==> config.mk <==
export PLATFORM = sky130hd
export DESIGN_NAME = world_stream_loader
export DESIGN_NICKNAME = d
export VERILOG_FILES = /design/src/rtl/world_stream_loader.sv
export SDC_FILE = /design/constraint.sdc
export NUM_CORES = 1
export LEC_CHECK = 0
export ABC_AREA = 1
export CAP_MARGIN = 10
export CORE_MARGIN = 2
export CORE_UTILIZATION = 48
export DETAILED_ROUTE_END_ITERATION = 12
export PLACE_DENSITY = 0.67
export SLEW_MARGIN = 0
export SYNTH_ARGS = -nofsm -noshare
export SYNTH_HDL_FRONTEND = slang
export SYNTH_SLANG_ARGS = --single-unit
==> constraint.sdc <==
create_clock -name clk_in -period 1.9 [get_ports clk_in]
set_clock_uncertainty 0.1 [all_clocks]
set_input_delay 0.57 -clock clk_in [delete_from_list [all_inputs] [get_ports clk_in]]
set_output_delay 0.57 -clock clk_in [all_outputs]
set_load 0.02 [all_outputs]
==> src/rtl/world_stream_loader.sv <==
// world_stream_loader
//   Parses the framed plugin byte stream (0xA5, opcode, payload, XOR checksum)
//   coming from the UART receiver and turns SET / FILL packets into voxel
//   write requests for the L3 block cache. The UART is never stalled: bytes
//   that arrive while a packet is being checked or emitted are dropped and
//   counted as overrun errors.
//
// Ports
//   clk_in         system clock (100 MHz), sole clock
//   rst_in         synchronous active-low reset
//   byte_in        received byte
//   byte_valid_in  one-cycle strobe qualifying byte_in
//   wr_valid_out   write request valid (held until accepted)
//   wr_ready_in    cache accepts the write
//   wr_x_out       write x coordinate
//   wr_y_out       write y coordinate
//   wr_z_out       write z coordinate
//   wr_block_out   block type to write
//   busy_out       loader is inside a packet (state != IDLE)
//   pkt_count_out  good packets, saturating at 65535
//   err_count_out  error events, saturating at 255
//   err_pulse_out  one-cycle pulse per error event
module world_stream_loader #(
   parameter int LENGTH         = 64,
   parameter int WIDTH          = 64,
   parameter int HEIGHT         = 16,
   parameter int BLOCK_WIDTH    = 5,
   parameter int TIMEOUT_CYCLES = 100_000
) (
   input  logic                       clk_in,
   input  logic                       rst_in,
   input  logic [7:0]                 byte_in,
   input  logic                       byte_valid_in,
   output logic                       wr_valid_out,
   input  logic                       wr_ready_in,
   output logic [$clog2(LENGTH)-1:0]  wr_x_out,
   output logic [$clog2(WIDTH)-1:0]   wr_y_out,
   output logic [$clog2(HEIGHT)-1:0]  wr_z_out,
   output logic [BLOCK_WIDTH-1:0]     wr_block_out,
   output logic                       busy_out,
   output logic [15:0]                pkt_count_out,
   output logic [7:0]                 err_count_out,
   output logic                       err_pulse_out
);

   localparam int XW = $clog2(LENGTH);
   localparam int YW = $clog2(WIDTH);
   localparam int ZW = $clog2(HEIGHT);
   localparam int TW = $clog2(TIMEOUT_CYCLES + 1);

   localparam logic [XW-1:0] X_MAX    = XW'(LENGTH - 1);
   localparam logic [YW-1:0] Y_MAX    = YW'(WIDTH - 1);
   localparam logic [ZW-1:0] Z_MAX    = ZW'(HEIGHT - 1);
   localparam logic [TW-1:0] TMO_LAST = TW'(TIMEOUT_CYCLES - 1);

   localparam logic [7:0] SYNC    = 8'hA5;
   localparam logic [7:0] OP_SET  = 8'h01;
   localparam logic [7:0] OP_FILL = 8'h02;

   typedef enum logic [2:0] {
      IDLE,
      OPCODE,
      PAYLOAD,
      CSUM,
      CHECK,
      EMIT
   } state_t;

   state_t                 state;
   state_t                 state_nxt;
   logic                   err_evt;
   logic                   is_fill;
   logic [2:0]             idx;
   logic [2:0]             last_idx;
   logic [7:0]             csum;
   logic [7:0]             pay_x;
   logic [7:0]             pay_y;
   logic [7:0]             pay_z;
   logic [BLOCK_WIDTH-1:0] pay_blk;
   logic [7:0]             pay_n;
   logic [8:0]             remaining;
   logic [TW-1:0]          tmo_cnt;
   logic                   tmo_hit;
   logic                   range_bad;
   logic                   in_packet;

   assign last_idx  = is_fill ? 3'd4 : 3'd3;
   assign in_packet = (state == OPCODE) || (state == PAYLOAD) || (state == CSUM);
   // The timeout fires on the TIMEOUT_CYCLES-th consecutive idle cycle.
   assign tmo_hit   = in_packet && !byte_valid_in && (tmo_cnt == TMO_LAST);
   assign range_bad = (32'(pay_x) >= 32'(LENGTH)) ||
                      (32'(pay_y) >= 32'(WIDTH))  ||
                      (32'(pay_z) >= 32'(HEIGHT));

   // Next state and error detection. All error sources of one cycle are
   // OR-ed into a single event so they count once.
   always_comb begin
      state_nxt = state;
      err_evt   = 1'b0;
      case (state)
         IDLE: begin
            if (byte_valid_in && byte_in == SYNC) state_nxt = OPCODE;
         end
         OPCODE: begin
            if (byte_valid_in) begin
               if (byte_in == OP_SET || byte_in == OP_FILL) begin
                  state_nxt = PAYLOAD;
               end else begin
                  err_evt   = 1'b1;
                  state_nxt = IDLE;
               end
            end else if (tmo_hit) begin
               err_evt   = 1'b1;
               state_nxt = IDLE;
            end
         end
         PAYLOAD: begin
            if (byte_valid_in) begin
               if (idx == last_idx) state_nxt = CSUM;
            end else if (tmo_hit) begin
               err_evt   = 1'b1;
               state_nxt = IDLE;
            end
         end
         CSUM: begin
            if (byte_valid_in) begin
               if (byte_in == csum) begin
                  state_nxt = CHECK;
               end else begin
                  err_evt   = 1'b1;
                  state_nxt = IDLE;
               end
            end else if (tmo_hit) begin
               err_evt   = 1'b1;
               state_nxt = IDLE;
            end
         end
         CHECK: begin
            err_evt   = byte_valid_in || range_bad;
            state_nxt = range_bad ? IDLE : EMIT;
         end
         EMIT: begin
            err_evt = byte_valid_in;
            // wr_valid_out is always high in EMIT, so ready alone means a transfer.
            if (wr_ready_in && remaining == 9'd1) state_nxt = IDLE;
         end
         default: state_nxt = IDLE;
      endcase
   end

   always_ff @(posedge clk_in) begin
      if (!rst_in) begin
         state         <= IDLE;
         is_fill       <= 1'b0;
         idx           <= '0;
         csum          <= '0;
         pay_x         <= '0;
         pay_y         <= '0;
         pay_z         <= '0;
         pay_blk       <= '0;
         pay_n         <= '0;
         remaining     <= '0;
         tmo_cnt       <= '0;
         wr_valid_out  <= 1'b0;
         wr_x_out      <= '0;
         wr_y_out      <= '0;
         wr_z_out      <= '0;
         wr_block_out  <= '0;
         busy_out      <= 1'b0;
         pkt_count_out <= '0;
         err_count_out <= '0;
         err_pulse_out <= 1'b0;
      end else begin
         state         <= state_nxt;
         busy_out      <= (state_nxt != IDLE);
         err_pulse_out <= err_evt;

         if (err_evt && err_count_out != 8'hFF) err_count_out <= err_count_out + 8'd1;

         if (in_packet && !byte_valid_in) tmo_cnt <= tmo_cnt + 1'b1;
         else                             tmo_cnt <= '0;

         case (state)
            OPCODE: begin
               if (byte_valid_in) begin
                  is_fill <= (byte_in == OP_FILL);
                  csum    <= byte_in;
                  idx     <= '0;
               end
            end
            PAYLOAD: begin
               if (byte_valid_in) begin
                  csum <= csum ^ byte_in;
                  idx  <= idx + 3'd1;
                  case (idx)
                     3'd0:    pay_x   <= byte_in;
                     3'd1:    pay_y   <= byte_in;
                     3'd2:    pay_z   <= byte_in;
                     3'd3:    pay_blk <= byte_in[BLOCK_WIDTH-1:0];
                     default: pay_n   <= byte_in;
                  endcase
               end
            end
            CHECK: begin
               if (!range_bad) begin
                  if (pkt_count_out != 16'hFFFF) pkt_count_out <= pkt_count_out + 16'd1;
                  wr_valid_out <= 1'b1;
                  wr_x_out     <= pay_x[XW-1:0];
                  wr_y_out     <= pay_y[YW-1:0];
                  wr_z_out     <= pay_z[ZW-1:0];
                  wr_block_out <= pay_blk;
                  if (!is_fill)          remaining <= 9'd1;
                  else if (pay_n == '0)  remaining <= 9'd256;
                  else                   remaining <= {1'b0, pay_n};
               end
            end
            EMIT: begin
               if (wr_ready_in) begin
                  if (remaining == 9'd1) begin
                     wr_valid_out <= 1'b0;
                  end else begin
                     remaining <= remaining - 9'd1;
                     // y fastest, then z, then x; the whole volume wraps to origin.
                     if (wr_y_out == Y_MAX) begin
                        wr_y_out <= '0;
                        if (wr_z_out == Z_MAX) begin
                           wr_z_out <= '0;
                           wr_x_out <= (wr_x_out == X_MAX) ? '0 : wr_x_out + 1'b1;
                        end else begin
                           wr_z_out <= wr_z_out + 1'b1;
                        end
                     end else begin
                        wr_y_out <= wr_y_out + 1'b1;
                     end
                  end
               end
            end
            default: begin
               idx <= '0;
            end
         endcase
      end
   end

endmodule
==> results.sh, run 1 <==
export IMPL_outcome="finished, final reports clean"
export IMPL_hold_class="reg2reg"
export IMPL_max_slew_margin_rel_pct=74.31
export IMPL_start_util_pct=49.55
export IMPL_crit_fanout=14
export IMPL_crit_path_start_kind="input port"
export IMPL_period_needed_ns=1.892
export IMPL_grt_pass1_vias=5632
export IMPL_cts_reportedPaths_clkPinSlew_ns=0.06
export IMPL_die_w_um=118.4
export IMPL_synth_cell_area_um2=6279
export IMPL_insertion_delay_ns=0.42
export IMPL_yosys_warnings=0
export IMPL_ys_ff_latch=126
export IMPL_io_pins=60
export IMPL_cts_hold_buf=0
export IMPL_clock_path_buffers=2
export IMPL_tightest_slew_ns=0.3854
export IMPL_nFillCells=1158
export IMPL_routed_wirelength_um=16490
export IMPL_path_cells="clkdlybuf4s50_1, inv_2, buf_4, nor2_4, nand3_1, inv_4, o21ai_0, a21oi_1"
export IMPL_syn2layout_area_growth_pct=33.38
export IMPL_grt_antenna_before_repair=0
export IMPL_ir_drop_uv=547.7
export IMPL_synth_top_area_cell="dfxtp_1"
export IMPL_met1_length_um=8189
export IMPL_worstPathArrival_ns=2.13
export IMPL_p_int_w=0.004875
export IMPL_via_per_inst=5.164
export IMPL_pwr_share_comb_pct=3.0
export IMPL_grt_max_degree=40
export IMPL_root_buffer="clkbuf_16"
export IMPL_drive_gt1_share_pct=18.60
export IMPL_setup_viol=0
export IMPL_setup_tns_ns=0
export IMPL_globalplace_congestion=0.8986
export IMPL_core_region_area_um2=12670
export IMPL_r2r_end="remaining[8]"
export IMPL_syn_inst=904
export IMPL_final_common_cell="nand2_1"
export IMPL_setup_worst_path_end_class="flop"
export IMPL_ant_nets=0
export IMPL_synthDominantCellAreaShare_pct=40.18
export IMPL_seq_area_frac_synth_pct=40.18
export IMPL_timing_rr_start="state[1]"
export IMPL_firstDrtPassIters=5
export IMPL_io_buffers=59
export IMPL_final_hold_viol_count=0
export IMPL_min_from="pay_blk[4]"
export IMPL_crit_type="in2reg"
export IMPL_grt_pass1_wl_um=27240
export IMPL_fmax_mhz=528.6
export IMPL_drc_errors=0
export IMPL_die_area_um2=14010
export IMPL_cpMaxStageDelayCell="clkdlybuf4s50_1"
export IMPL_slowest_delay_ns=0.51
export IMPL_grt_total_usage_pct=23.70
export IMPL_drv_cap=0
export IMPL_leakage_nw=3.561
export IMPL_crit_start="byte_valid_in"
export IMPL_crit_required_ns=2.14
export IMPL_hpwl_um=11770
export IMPL_clock_power_share_pct=54.1
export IMPL_dr_wl_met2_um=7058
export IMPL_syn_nets=929
export IMPL_gr_total_overflow=0
export IMPL_rsz0062_at_grt="yes"
export IMPL_power_switching_w=0.001294
export IMPL_synth_area_leaders="dfxtp_1, nand2_1, a21oi_1"
export IMPL_switching_share_pct=20.97
export IMPL_num_vias=6414
export IMPL_layout_common_cells="nand2_1, dfxtp_1, buf_4"
export IMPL_synthFlopType="dfxtp_1"
export IMPL_fp_dieH_um=118.4
export IMPL_antenna_cells=0
export IMPL_rrSetupSlack_ns=0.12
export IMPL_synth_async_reset_ratio_pct=0
export IMPL_period_share_pct=99.57
export IMPL_nets=1082
export IMPL_cts_tree="yes"
export IMPL_syn_mean_instance_area_um2=6.945
export IMPL_wl_per_cell_um=13.27
export IMPL_htreeDepth=4
export IMPL_fin_util_pct=66.09
export IMPL_cts_sinks=126
export IMPL_worstSetupEndpoint="pay_n[3]"
export IMPL_wl_met3_um=994
export IMPL_highest_layer="met4"
export IMPL_slew_violations=0
export IMPL_cts_buffers=17
export IMPL_fp_row_count=41
export IMPL_synth_edf_count=0
export IMPL_dr_first_iter_drc_count=544
export IMPL_reg2regPathDepth=12
export IMPL_ys_types=43
export IMPL_power_density_nw_per_um2=736.6
export IMPL_seq_power_share_pct=42.9
## power by group through the flow
stage | combinational, W | clock, W | sequential, W
2_1_floorplan | 0.0000758 | 0 | 0.00270
3_3_place_gp | 0.000188 | 0 | 0.00270
3_5_place_dp | 0.000188 | 0 | 0.00270
4_1_cts | 0.000186 | 0.00337 | 0.00264
5_1_grt | 0.000205 | 0.00350 | 0.00264
6_report | 0.000187 | 0.00334 | 0.00264
## critical path: cells and delay by family
family | cells | cell delay, ns
buf+inv | 4 | 0.92
simple gates | 2 | 0.36
compound gates | 2 | 0.29
## stage by stage
step	area (um2)	hold slack, ns	cells	worst slack (ns)	total power, W
5_1_grt	8374	0.3673	1242	-0.07403	0.006342
3_5_place_dp	7706	0.3516	1207	-0.5682	0.002889
3_3_place_gp	7706	0.3464	1207	-0.5537	0.002889
2_1_floorplan	6284	0.3176	904	0.01628	0.002777
6_report	8374	0.3544	1242	0.008223	0.006168
4_1_cts	8268	0.3595	1240	0.01144	0.006200
## state kept, by name, indices dropped and copies added, names as in the netlist, 8 cells and up
register       flops
err_count_out      8
pay_y              8
remaining          9
pay_n              8
tmo_cnt           17
pay_x              8
csum               8
pay_z              8
pkt_count_out     16
## layout make-up
| cell class | count | area, um2 | share of cell area, % |
|---|---|---|---|
| inverter | 96 | 377.9 | 4.512 |
| clock buffer | 21 | 470.5 | 5.618 |
| clock inverter | 11 | 138.9 | 1.658 |
| multi-input combinational | 657 | 3361 | 40.13 |
| tap | 172 | 215.2 | 2.570 |
| timing repair inverter | 1 | 5.005 | 0.05976 |
| timing repair buffer | 158 | 1280 | 15.28 |
| sequential | 126 | 2526 | 30.17 |
## cells in the mapped netlist, types with 6 or more instances
cell and instances:
nand2_1 187, dfxtp_1 126, nor2_1 95, a21oi_1 90
inv_1 78, nand3_1 71, o21ai_0 69, o21ai_1 21
xor2_1 16, a31oi_1 15, inv_2 15, nand4_1 15
clkbuf_1 14, ha_1 13, nor3_1 11, nand2_2 7
xnor2_1 6
## worst min-delay path by stage
stage,endpoint,slack (ns),cells past startpoint
after CTS,pay_blk[2],0.36,2
after global placement,wr_block_out[4],0.35,2
after floorplan,tmo_cnt[0],0.32,1
final,pay_blk[4],0.35,2
after detailed placement,wr_block_out[4],0.35,2
after global routing,pay_x[2],0.37,2
## cells by family after synthesis
| logic type | Yosys count | share of synthesized area (%) |
|---|---|---|
| compound gates | 211 | 17.76 |
| xor+xnor | 22 | 3.069 |
| fa+ha+maj | 13 | 2.591 |
| buf+inv | 121 | 7.632 |
| flops | 126 | 40.18 |
| simple gates | 411 | 28.78 |
## what timing repair did
item / in CTS / in global routing
cloned: 0 / 1
setup endpoints to repair: 67 / 62
setup buffers: 1 / 1
pin swaps: 0 / 2
resized for setup: 68 / 30
## routing by layer
| layer | up-vias | global-route usage [%] |
|---|---|---|
| met2 | 178 | 35.66 |
| met4 | 0 | 8.482 |
| met3 | 21 | 4.875 |
| li1 | 3321 | - |
| met1 | 2894 | 33.54 |
| met5 | - | 0 |
Power figures use the tool's default switching activity.
==> run 2, diff against run 1 <==
--- a/config.mk
+++ b/config.mk
@@ -7,8 +7,8 @@
 export LEC_CHECK = 0
 export ABC_AREA = 1
 export CAP_MARGIN = 10
-export CORE_MARGIN = 2
 export CORE_UTILIZATION = 48
+export CTS_CLUSTER_DIAMETER = 30
 export DETAILED_ROUTE_END_ITERATION = 12
 export PLACE_DENSITY = 0.67
 export SLEW_MARGIN = 0
==> results.sh, run 2 (synthesis results as in run 1) <==
export IMPL_seq_area_um2=2532
export IMPL_crit_fanout=5
export IMPL_worstPathArrival_ns=1.19
export IMPL_outcome="finished, final reports clean"
export IMPL_die_area_um2=13540
export IMPL_hold_class="reg2reg"
export IMPL_cts_buffers=17
export IMPL_setup_viol=0
export IMPL_num_vias=6387
export IMPL_cts_sinks=126
export IMPL_grt_pass1_vias=5524
export IMPL_die_w_um=116.4
export IMPL_reg_largest_list="tmo_cnt: 17 flops, pkt_count_out: 16 flops, remaining: 9 flops"
export IMPL_crit_type="reg2out"
export IMPL_slew_violations=0
export IMPL_core_region_area_um2=12670
export IMPL_finalNonFillerCells=1237
export IMPL_period_share_pct=97.99
export IMPL_nFillCells=1154
export IMPL_setup_worst_path_end_class="primary output"
export IMPL_drc_errors=0
export IMPL_crit_path_start_kind="flop"
export IMPL_root_buffer="clkbuf_16"
export IMPL_regMostFlops="tmo_cnt"
export IMPL_crit_cells=1
export IMPL_worst_hold_path_num_cells=1
export IMPL_syn2layout_area_growth_pct=33.24
export IMPL_grt_max_degree=41
export IMPL_reg2regPathDepth=12
export IMPL_grt_total_usage_pct=25.24
export IMPL_nets=1077
export IMPL_crit_required_ns=1.23
export IMPL_power_density_nw_per_um2=725.2
export IMPL_ir_drop_uv=560.8
export IMPL_slowest_delay_ns=0.41
export IMPL_start_util_pct=49.55
export IMPL_fp_row_count=41
export IMPL_layout_common_cells="nand2_1, dfxtp_1, a21oi_1, buf_4, nor2_1"
export IMPL_drive_gt1_share_pct=18.69
export IMPL_max_slew_margin_rel_pct=74.98
export IMPL_dp_cells=1194
export IMPL_hpwl_um=11650
export IMPL_final_hold_viol_count=0
export IMPL_via_per_inst=5.163
export IMPL_crit_family="flip-flops"
export IMPL_period_needed_ns=1.862
export IMPL_fmax_mhz=537.1
export IMPL_routed_wirelength_um=16430
export IMPL_leakage_nw=3.576
export IMPL_cts_hold_buf=0
export IMPL_wl_per_cell_um=13.28
export IMPL_globalplace_congestion=0.8547
export IMPL_io_buffers=59
export IMPL_firstDrtPassIters=5
export IMPL_gr_total_overflow=0
export IMPL_tightest_slew_ns=0.3753
export IMPL_final_common_cell="nand2_1"
export IMPL_cpMaxStageDelayCell="dfxtp_1"
export IMPL_cts_tree="yes"
export IMPL_cts_reportedPaths_clkPinSlew_ns=0.05
export IMPL_place_area_um2=7621
export IMPL_io_pins=60
export IMPL_largest_register_ffs=17
export IMPL_fp_dieH_um=116.4
export IMPL_htreeDepth=4
export IMPL_dr_first_iter_drc_count=440
export IMPL_grt_antenna_before_repair=0
export IMPL_multi_input_area_um2=3383
export IMPL_total_power_w=0.006066
export IMPL_cp_buffers_inverters=1
export IMPL_insertion_delay_ns=0.42
export IMPL_ant_nets=0
export IMPL_clock_path_buffers=2
export IMPL_fin_area_um2=8366
export IMPL_path_cells="dlygate4sd2_1"
export IMPL_grt_pass1_wl_um=26500
export IMPL_rsz0062_at_grt="yes"
export IMPL_antenna_cells=0
export IMPL_drv_cap=0
run 2: cell count changes in the layout (fill, tap and decap cells not counted), moves of 4 or more:
cell	delta
clkbuf_1	+4
inv_2	+5
clkinv_2	-4
dlygate4sd2_1	-9
dlymetal6s2s_1	+6
buf_4	-5
run 2: metrics by stage:
step	setup slack [ns]	setup TNS, ns	utilization (%)	hold slack [ns]
after floorplan	0.01628	0	-	0.3176
after global placement	-0.5603	-19.55	60.15	0.3299
after detailed placement	-0.6004	-21.20	60.15	0.3377
after CTS	0.0001315	0	64.49	0.3506
after global routing	-0.02646	-0.07789	66.02	0.3687
final	0.03828	0	66.02	0.3460
run 2: what timing repair did:
item	4_1_cts	5_1_grt
buffers inserted	0	10
cloned	0	1
endpoints found under the setup margin	68	47
gates resized for setup	64	47
hold endpoints to repair	0	0
pin swaps	0	9
run 2: worst paths after layout:
| kind | endpoint | startpoint | slack [ns] |
|---|---|---|---|
| hold / removal | tmo_cnt[0] | tmo_cnt[0] | 0.35 |
| setup / recovery | pkt_count_out[7] | pkt_count_out[7] | 0.04 |
| hold reg to reg | tmo_cnt[0] | tmo_cnt[0] | 0.35 |
| setup reg to reg | wr_x_out[1] | state[1] | 0.11 |
run 2: layer usage:
metal / share of wire, % / GRT usage [%] / up-vias
li1: - / - / 3320
met1: 51 / 36.02 / 2895
met2: 43 / 37.55 / 155
met3: 4.4 / 5.138 / 17
met4: 1.3 / 8.974 / 0
met5: 0 / 0 / -
run 2: report_power, final:
| group | switching, W | total, W | internal (W) |
|---|---|---|---|
| Sequential | 0.000000286 | 0.00264 | 0.00264 |
| Clock | 0.00114 | 0.00324 | 0.00210 |
| Combinational | 0.000112 | 0.000185 | 0.0000732 |
| Total | 0.00125 | 0.00607 | 0.00482 |
run 2: layout make-up:
class,instances,share of cell area (%)
clock buffers,27,6.132
clock inverters,5,0.9273
inverters,96,4.412
multi-input cells,657,40.44
flip-flops and latches,126,30.27
well taps,172,2.573
repair buffers,153,15.15
repair inverters,1,0.08974
==> run 3, diff against run 2 <==
--- a/config.mk
+++ b/config.mk
@@ -10,7 +10,9 @@
 export CORE_UTILIZATION = 48
 export CTS_CLUSTER_DIAMETER = 30
 export DETAILED_ROUTE_END_ITERATION = 12
-export PLACE_DENSITY = 0.67
+export DONT_BUFFER_PORTS = 1
+export GPL_ROUTABILITY_DRIVEN = 1
+export PLACE_DENSITY = 0.61
 export SLEW_MARGIN = 0
 export SYNTH_ARGS = -nofsm -noshare
 export SYNTH_HDL_FRONTEND = slang
==> results.sh, run 3 (synthesis results as in run 1) <==
export IMPL_nets=1021
export IMPL_insertion_delay_ns=0.43
export IMPL_root_buffer="clkbuf_16"
export IMPL_io_pins=60
export IMPL_largest_register_ffs=17
export IMPL_crit_path_start_kind="flop"
export IMPL_grt_total_usage_pct=26.31
export IMPL_hold_class="in2reg"
export IMPL_path_cells="ha_1, nand2_1, nor3b_2, nor2_2, nor3_4, buf_4, nand3_1, a21oi_1"
export IMPL_drive_gt1_share_pct=18.35
export IMPL_slowest_delay_ns=0.34
export IMPL_start_util_pct=49.55
export IMPL_nFillCells=1191
export IMPL_crit_type="reg2reg"
export IMPL_crit_family="simple AND/OR/NAND/NOR gates"
export IMPL_grt_max_degree=78
export IMPL_cp_buffers_inverters=1
export IMPL_cpMaxStageDelayCell="dfxtp_1"
export IMPL_io_buffers=0
export IMPL_grt_pass1_wl_um=27370
export IMPL_cts_reportedPaths_clkPinSlew_ns=0.05
export IMPL_cts_tree="yes"
export IMPL_grt_pass1_vias=5689
export IMPL_drv_cap=0
export IMPL_die_area_um2=13540
export IMPL_fp_row_count=41
export IMPL_crit_required_ns=2.15
export IMPL_wl_per_cell_um=14.38
export IMPL_tightest_slew_ns=0.3884
export IMPL_total_power_w=0.005693
export IMPL_power_density_nw_per_um2=736.8
export IMPL_period_needed_ns=1.802
export IMPL_final_hold_viol_count=0
export IMPL_drc_errors=0
export IMPL_dr_first_iter_drc_count=473
export IMPL_cts_buffers=17
export IMPL_worstPathArrival_ns=2.05
export IMPL_multi_input_area_um2=3338
export IMPL_period_share_pct=94.83
export IMPL_fmax_mhz=555.0
export IMPL_max_slew_margin_rel_pct=74.11
export IMPL_crit_fanout=6
export IMPL_setup_viol=0
export IMPL_core_region_area_um2=12670
export IMPL_cts_sinks=126
export IMPL_dp_cells=1144
export IMPL_slew_violations=0
export IMPL_clock_path_buffers=2
export IMPL_hpwl_um=12340
export IMPL_finalNonFillerCells=1180
export IMPL_ant_nets=0
export IMPL_syn2layout_area_growth_pct=23.06
export IMPL_fp_dieH_um=116.4
export IMPL_leakage_nw=3.071
export IMPL_layout_common_cells="nand2_1, dfxtp_1, buf_4"
export IMPL_ir_drop_uv=561.9
export IMPL_routed_wirelength_um=16970
export IMPL_setup_worst_path_end_class="flop"
export IMPL_regMostFlops="tmo_cnt"
export IMPL_reg_largest_list="tmo_cnt: 17 flops, pkt_count_out: 16 flops, remaining: 9 flops"
export IMPL_die_w_um=116.4
export IMPL_htreeDepth=4
export IMPL_gr_total_overflow=0
export IMPL_num_vias=6262
export IMPL_antenna_cells=0
export IMPL_final_common_cell="nand2_1"
export IMPL_via_per_inst=5.307
export IMPL_firstDrtPassIters=5
export IMPL_grt_antenna_before_repair=0
export IMPL_globalplace_congestion=0.9093
export IMPL_seq_area_um2=2526
export IMPL_outcome="finished, final reports clean"
[run 3: changes by cell type in the layout (fill, tap and decap cells not counted), sizes merged, moves of 3 or more]
| cell | previous run | this run |
|---|---|---|
| clkbuf | 30 | 19 |
| dlymetal6s2s | 6 | 0 |
| dlygate4sd2 | 45 | 0 |
| clkinv | 4 | 12 |
| buf | 95 | 98 |
| clkdlybuf4s15 | 3 | 0 |
[run 3: routing by layer]
layer	part of all wire (%)	GRT usage, %
met5	0	0
met4	1.8	9.915
met3	5.5	6.642
met2	46	42.13
met1	46	34.09
[run 3: worst paths after layout]
kind / from / to / slack [ns] / cells past startpoint
worst max-delay path: wr_y_out[0] / wr_x_out[4] / 0.1 / 8
worst min-delay path: rst_in / pay_z[4] / 0.18 / 2
worst max register to register: wr_y_out[0] / wr_x_out[4] / 0.1 / 8
worst min register to register: tmo_cnt[0] / tmo_cnt[0] / 0.35 / 1
[run 3: layout make-up]
class / count / area share [%]
multi-input combinational: 657 / 43.21
sequential: 126 / 32.70
timing repair buffer: 98 / 9.684
clock buffer: 19 / 5.603
inverter: 96 / 4.745
tap: 172 / 2.785
clock inverter: 12 / 1.279
[run 3: timing repair]
action / CTS / global route
hold buffers: 0 / 0
setup buffers: 0 / 5
setup endpoints to repair: 2 / 52
pin swaps: 0 / 4
gates resized for setup: 1 / 22
[run 3: power by group]
part | leakage, nW | switching (W) | internal (W)
combinational | 1.79 | 0.0000647 | 0.0000498
clock | 0.266 | 0.00116 | 0.00177
sequential | 1.02 | 0.000000378 | 0.00264
[run 3: stage by stage]
step | setup TNS [ns] | worst slack (ns) | util [%] | area (um2) | hold WS (ns)
2_1_floorplan | 0 | 0.01628 | - | 6284 | 0.3176
3_3_place_gp | -0.5507 | -0.1257 | 55.96 | 7091 | 0.3289
4_1_cts | 0 | 0.002859 | 60.18 | 7625 | 0.1499
3_5_place_dp | -1.110 | -0.1833 | 55.96 | 7091 | 0.3417
6_report | 0 | 0.09821 | 60.98 | 7726 | 0.1838
5_1_grt | -0.02086 | -0.01758 | 60.98 | 7726 | 0.1742
